===== src/rtl/serial_nibble_subtractor.sv =====
// ============================================================================
// serial_nibble_subtractor : DIFF = A - B - bi, one SLICE-bit slice per clock
// Optional macro SUB_ZERO_FLAG_EN adds the 'zero' result flag.   Rev 1.0
// ============================================================================
`default_nettype none

module serial_nibble_subtractor #(
  parameter int N     = 24,
  parameter int SLICE = 4
) (
  input  logic         CK,
  input  logic         RN,
  input  logic         start,
  input  logic [N-1:0] A,
  input  logic [N-1:0] B,
  input  logic         bi,
  output logic         busy,
  output logic         done,
  output logic [N-1:0] DIFF,
  output logic         bo,
`ifdef SUB_ZERO_FLAG_EN
  output logic         zero,
`endif
  output logic         ovf
);

  localparam int NSL = N / SLICE;
  localparam int KW  = (NSL > 1) ? $clog2(NSL) : 1;
  localparam logic [KW-1:0] LAST_K = KW'(NSL - 1);

  typedef enum logic [1:0] {
    S_IDLE = 2'd0,
    S_RUN  = 2'd1,
    S_DONE = 2'd2
  } state_t;

  state_t          state;
  logic [N-1:0]    a_q;
  logic [N-1:0]    b_q;
  logic            brw_q;
  logic [KW-1:0]   k_q;
  logic [SLICE-1:0] a_sl;
  logic [SLICE-1:0] b_sl;
  logic [SLICE:0]  slice_res;
  logic            slice_zero;
  logic            ovf_next;
`ifdef SUB_ZERO_FLAG_EN
  logic            zacc_q;
`endif

  // Bit SLICE of the (SLICE+1)-bit difference is the borrow out of this slice.
  always_comb begin
    a_sl       = a_q[k_q*SLICE +: SLICE];
    b_sl       = b_q[k_q*SLICE +: SLICE];
    slice_res  = {1'b0, a_sl} - {1'b0, b_sl} - {{SLICE{1'b0}}, brw_q};
    slice_zero = ~|slice_res[SLICE-1:0];
    ovf_next   = (a_q[N-1] != b_q[N-1]) && (slice_res[SLICE-1] != a_q[N-1]);
  end

  always_ff @(posedge CK or negedge RN) begin
    if (!RN) begin
      state <= S_IDLE;
      a_q   <= '0;
      b_q   <= '0;
      brw_q <= 1'b0;
      k_q   <= '0;
      busy  <= 1'b0;
      done  <= 1'b0;
      DIFF  <= '0;
      bo    <= 1'b0;
      ovf   <= 1'b0;
`ifdef SUB_ZERO_FLAG_EN
      zacc_q <= 1'b0;
      zero   <= 1'b0;
`endif
    end else begin
      case (state)
        S_IDLE, S_DONE: begin
          done <= 1'b0;
          if (start) begin
            a_q   <= A;
            b_q   <= B;
            brw_q <= bi;
            k_q   <= '0;
            busy  <= 1'b1;
            state <= S_RUN;
`ifdef SUB_ZERO_FLAG_EN
            zacc_q <= 1'b1;
`endif
          end else begin
            state <= S_IDLE;
          end
        end
        S_RUN: begin
          DIFF[k_q*SLICE +: SLICE] <= slice_res[SLICE-1:0];
          brw_q <= slice_res[SLICE];
          k_q   <= k_q + KW'(1);
`ifdef SUB_ZERO_FLAG_EN
          zacc_q <= zacc_q & slice_zero;
`endif
          if (k_q == LAST_K) begin
            bo    <= slice_res[SLICE];
            ovf   <= ovf_next;
            k_q   <= '0;
            busy  <= 1'b0;
            done  <= 1'b1;
            state <= S_DONE;
`ifdef SUB_ZERO_FLAG_EN
            zero  <= zacc_q & slice_zero;
`endif
          end
        end
        default: state <= S_IDLE;
      endcase
    end
  end

`ifndef SUB_ZERO_FLAG_EN
  logic unused_ok;
  assign unused_ok = slice_zero;
`endif

endmodule

`default_nettype wire


===== config.mk =====
export PLATFORM = sky130hd
export DESIGN_NAME = serial_nibble_subtractor
export DESIGN_NICKNAME = d
export VERILOG_FILES = /design/src/rtl/serial_nibble_subtractor.sv
export SDC_FILE = /design/constraint.sdc
export NUM_CORES = 1
export LEC_CHECK = 0
export ABC_CLOCK_PERIOD_IN_PS = 4000
export CORE_MARGIN = 5
export CORE_UTILIZATION = 45
export CTS_CLUSTER_SIZE = 8
export DETAILED_ROUTE_END_ITERATION = 8
export HOLD_SLACK_MARGIN = 0.05
export PLACE_DENSITY = 0.69
export SYNTH_ARGS = -nofsm -noshare
export SYNTH_HDL_FRONTEND = slang
export SYNTH_SLANG_ARGS = --single-unit

===== constraint.sdc =====
create_clock -name CK -period 4 [get_ports CK]
set_input_delay 0.8 -clock CK [delete_from_list [all_inputs] [get_ports CK]]
set_output_delay 0.8 -clock CK [all_outputs]
set_load 0.02 [all_outputs]

==> results.md <==
- Most common cell in the netlist: nand2_1
- Worst-path clk slew: 0.07 ns
- Clock network fraction of total power: 14.4%
- CP arrival: 3.60 ns
- Detail Placement HPWL: 6.01 mm
- Synth top cells by count: nand2_1, dfrtp_1, o21ai_0
- Proportion of synthesized area in mux cells: 8.25%
- Setup Skew: 0.00566 ns
- Fillers: 726
- Cell Rows: 33
- DR iter-0 viols: 109
- Cell count after synthesis: 409
- Synthesized area per cell: 9.42 µm²
- CTS Buf Count: 9
- Setup violations, final: 0
- XOR/XNOR Fraction of Synth Area: 0.455%
- Crit path kind: reg -> reg
- Final worst path period need: 3.37 ns
- Most used DFF post-synth: dfrtp_1
- CP startpoint kind: flip-flop
- Top-area cell type share of the netlist area: 53.2%
- CP max stage cell: dfrtp_1
- Net switching fraction of the power: 42.7%
- I/O Buffers: 79
- Synth area leader: dfrtp_1
- Maximum VDD drop: 0.504 mV
- DRC: 0
- TritonCTS clock tree: built
- Max Freq: 297 MHz
- Asr flop ratio synth: 100%
- Psw: 1.87 mW
- DRT Wirelength: 8.21 mm
- Worst path required time: 4.23 ns
- Run status: finished clean
- Worst hold slack: 0.474 ns
- Starting density of the core: 46.4%
- RSZ-0062 raised after global routing: false
- Share of post-route cells with drive strength above 1: 7.99%
- P_int: 2.51 mW
- Synth Area in Compound Gates: 7.01%
- First-pass GRT wire length: 14.2 mm
- Largest net degree at the start of global routing: 83
- Setup Buffers After CTS: 0
- H-tree levels: 3
- Top post-synthesis cells by area: dfrtp_1, nand2_1, mux4_2, ha_1, o21ai_0
- CP max stage delay: 0.76 ns
- Diode count: 0
- CTS root buf: clkbuf_8
- Final core utilization: 59.4%
- Worst Hold Class: reg -> reg
- Synth warn: 0
- Wire per inst: 13.8 µm
- Number of flops mapped to enable cells by yosys: 0
- Tot GR Track Use: 17.3%
- Buf/Inv on CP: 1
- Vias in the first global route: 3,106
- Height of the die: 103 µm
- Synth Register Bits: 82
- Area grow syn2layout: 28.0%
- Pleak: 2.37 nW
- Slew margin rel.: 32.6%
- Antenna violations before repair: 0
- Post-synthesis cell type count: 42
- Seq/Total Area, Yosys: 53.2%
- Worst reg2reg setup slack: 0.63 ns
- Slew @ Worst Pin: 1.01 ns
- Routed via count: 2,947
- Core area: 8300 µm²
- Die area: 10,500 µm²
- Worst-path cell chain: mux4_2 -> nand2_1 -> o21ai_0 -> ha_1 -> inv_1 -> ha_1 -> nor3b_1 -> o21ai_0 -> mux2_4 -> nand3_1 -> or3b_1
- PwrDens: 890 nW/µm²
- Mapped Area: 3850 µm²
- Final slew viol count: 0
- Largest family of logic cells by synthesized area: simple AND/OR/NAND/NOR gates
- Final worst path period share: 84.2%
- Io pins: 80
- # clock sinks: 82
- Final ANT Viol Nets: 0
- Nets: 547
- Adder-cell share of the synthesized area: 4.29%
- Max Cap Violations: 0
- GP Congestion: 0.779
- Grt ovf: 0
- Clock Path Buffers: 2
- Simple-gate share of the synthesized area: 23.3%
- CP Capture Type: flip-flop
- Delay-heaviest family, CP: multiplexers
- Maximum fanout along the worst path: 13
- Via density: 4.97
- 1st-pass router iterations: 4
- Worst skew pair latency: 0.35 ns
- Seq pwr share: 33.0%
- Fin Setup TNS: 0 ns
- Die extent in x: 103 µm
- CTS resizes: 0
- Combinational share of power: 52.6%
- Mapped Nets: 473
- Hold Vio Cnt, Final: 0
- Hold-fix buffers, CTS: 0
-- worst reg2reg max path, cell delays in order (launching register included) --
cell	delay [ns]
dfrtp_1	0.76
mux4_2	0.59
nand2_1	0.07
o21ai_0	0.09
ha_1	0.29
inv_1	0.04
ha_1	0.36
nor3b_1	0.21
o21ai_0	0.13
mux2_4	0.31
nand3_1	0.07
or3b_1	0.34
-- per-stage QoR --
| stage | cell area [µm²] | setup WS [ns] | std cells | power (mW) |
|---|---|---|---|---|
| floorplan | 3850 | 0.865 | 409 | 3.04 |
| global placement | 4710 | 0.734 | 577 | 3.72 |
| detailed placement | 4710 | 0.619 | 577 | 3.81 |
| CTS | 4930 | 0.614 | 593 | 4.46 |
| global route | 4930 | 0.355 | 593 | 4.80 |
| finish | 4930 | 0.634 | 593 | 4.39 |
-- area by class of cell --
type,count,area [µm²],share of cell area [%]
clock buffers,15,186,3.78
clock inverters,1,30.0,0.609
inverters,11,41.3,0.837
multi-input cells,297,1680,34.1
flip-flops and latches,82,2050,41.6
well taps,105,131,2.66
repair buffers,82,811,16.4
-- flip-flops by register name, summed over array words and instances (netlist names) --
register  flops
state         2
brw_q         1
b_q          24
k_q           3
DIFF         24
ovf           1
bo            1
busy          1
a_q          24
done          1
-- cell usage in the layout, fill, tap and decap left out, types with 2 or more instances in the layout --
cell type	instances
a211oi_1	2
a21oi_1	5
buf_4	4
clkbuf_1	2
clkbuf_8	13
clkdlybuf4s50_1	78
dfrtp_1	82
fa_1	2
ha_1	10
inv_1	10
mux2_2	4
mux2i_1	10
mux4_2	7
nand2_1	182
nand2b_1	3
nand3_1	4
nor2_1	11
nor2b_1	3
nor3_1	2
nor3b_1	2
o21ai_0	22
o31ai_1	5
o31ai_2	2
-- routing by layer --
layer,GRT usage [%],share of wire (%)
met1,21.7,44
met2,29.3,50
met3,5.41,5.5
met4,4.14,0.76
met5,0,0
-- power by group through the flow --
stage          clock [mW]  sequential [mW]  combinational [mW]
6_report            0.630             1.45                2.31
3_3_place_gp            0             1.46                2.26
5_1_grt             0.682             1.50                2.62
4_1_cts             0.655             1.46                2.35
2_1_floorplan           0             1.48                1.56
3_5_place_dp            0             1.47                2.34
-- final timing paths --
check / start / to / depth (start not counted)
max: k_q[0] / ovf / 11
min: DIFF[23] / DIFF[23] / 2
max reg2reg: k_q[0] / ovf / 11
min reg2reg: DIFF[23] / DIFF[23] / 2
max in group asynchronous: RN / a_q[4] / 1
min in group asynchronous: RN / DIFF[4] / 1
-- cells by family (layout without fill, tap and decap cells) --
| family | after synthesis | in the layout |
|---|---|---|
| fa+ha+maj | 12 | 12 |
| compound gates | 41 | 41 |
| buf+inv | 30 | 109 |
| simple gates | 220 | 220 |
| xor+xnor | 2 | 2 |
| flops | 82 | 82 |
| mux | 22 | 22 |
Power figures use the tool's default switching activity.
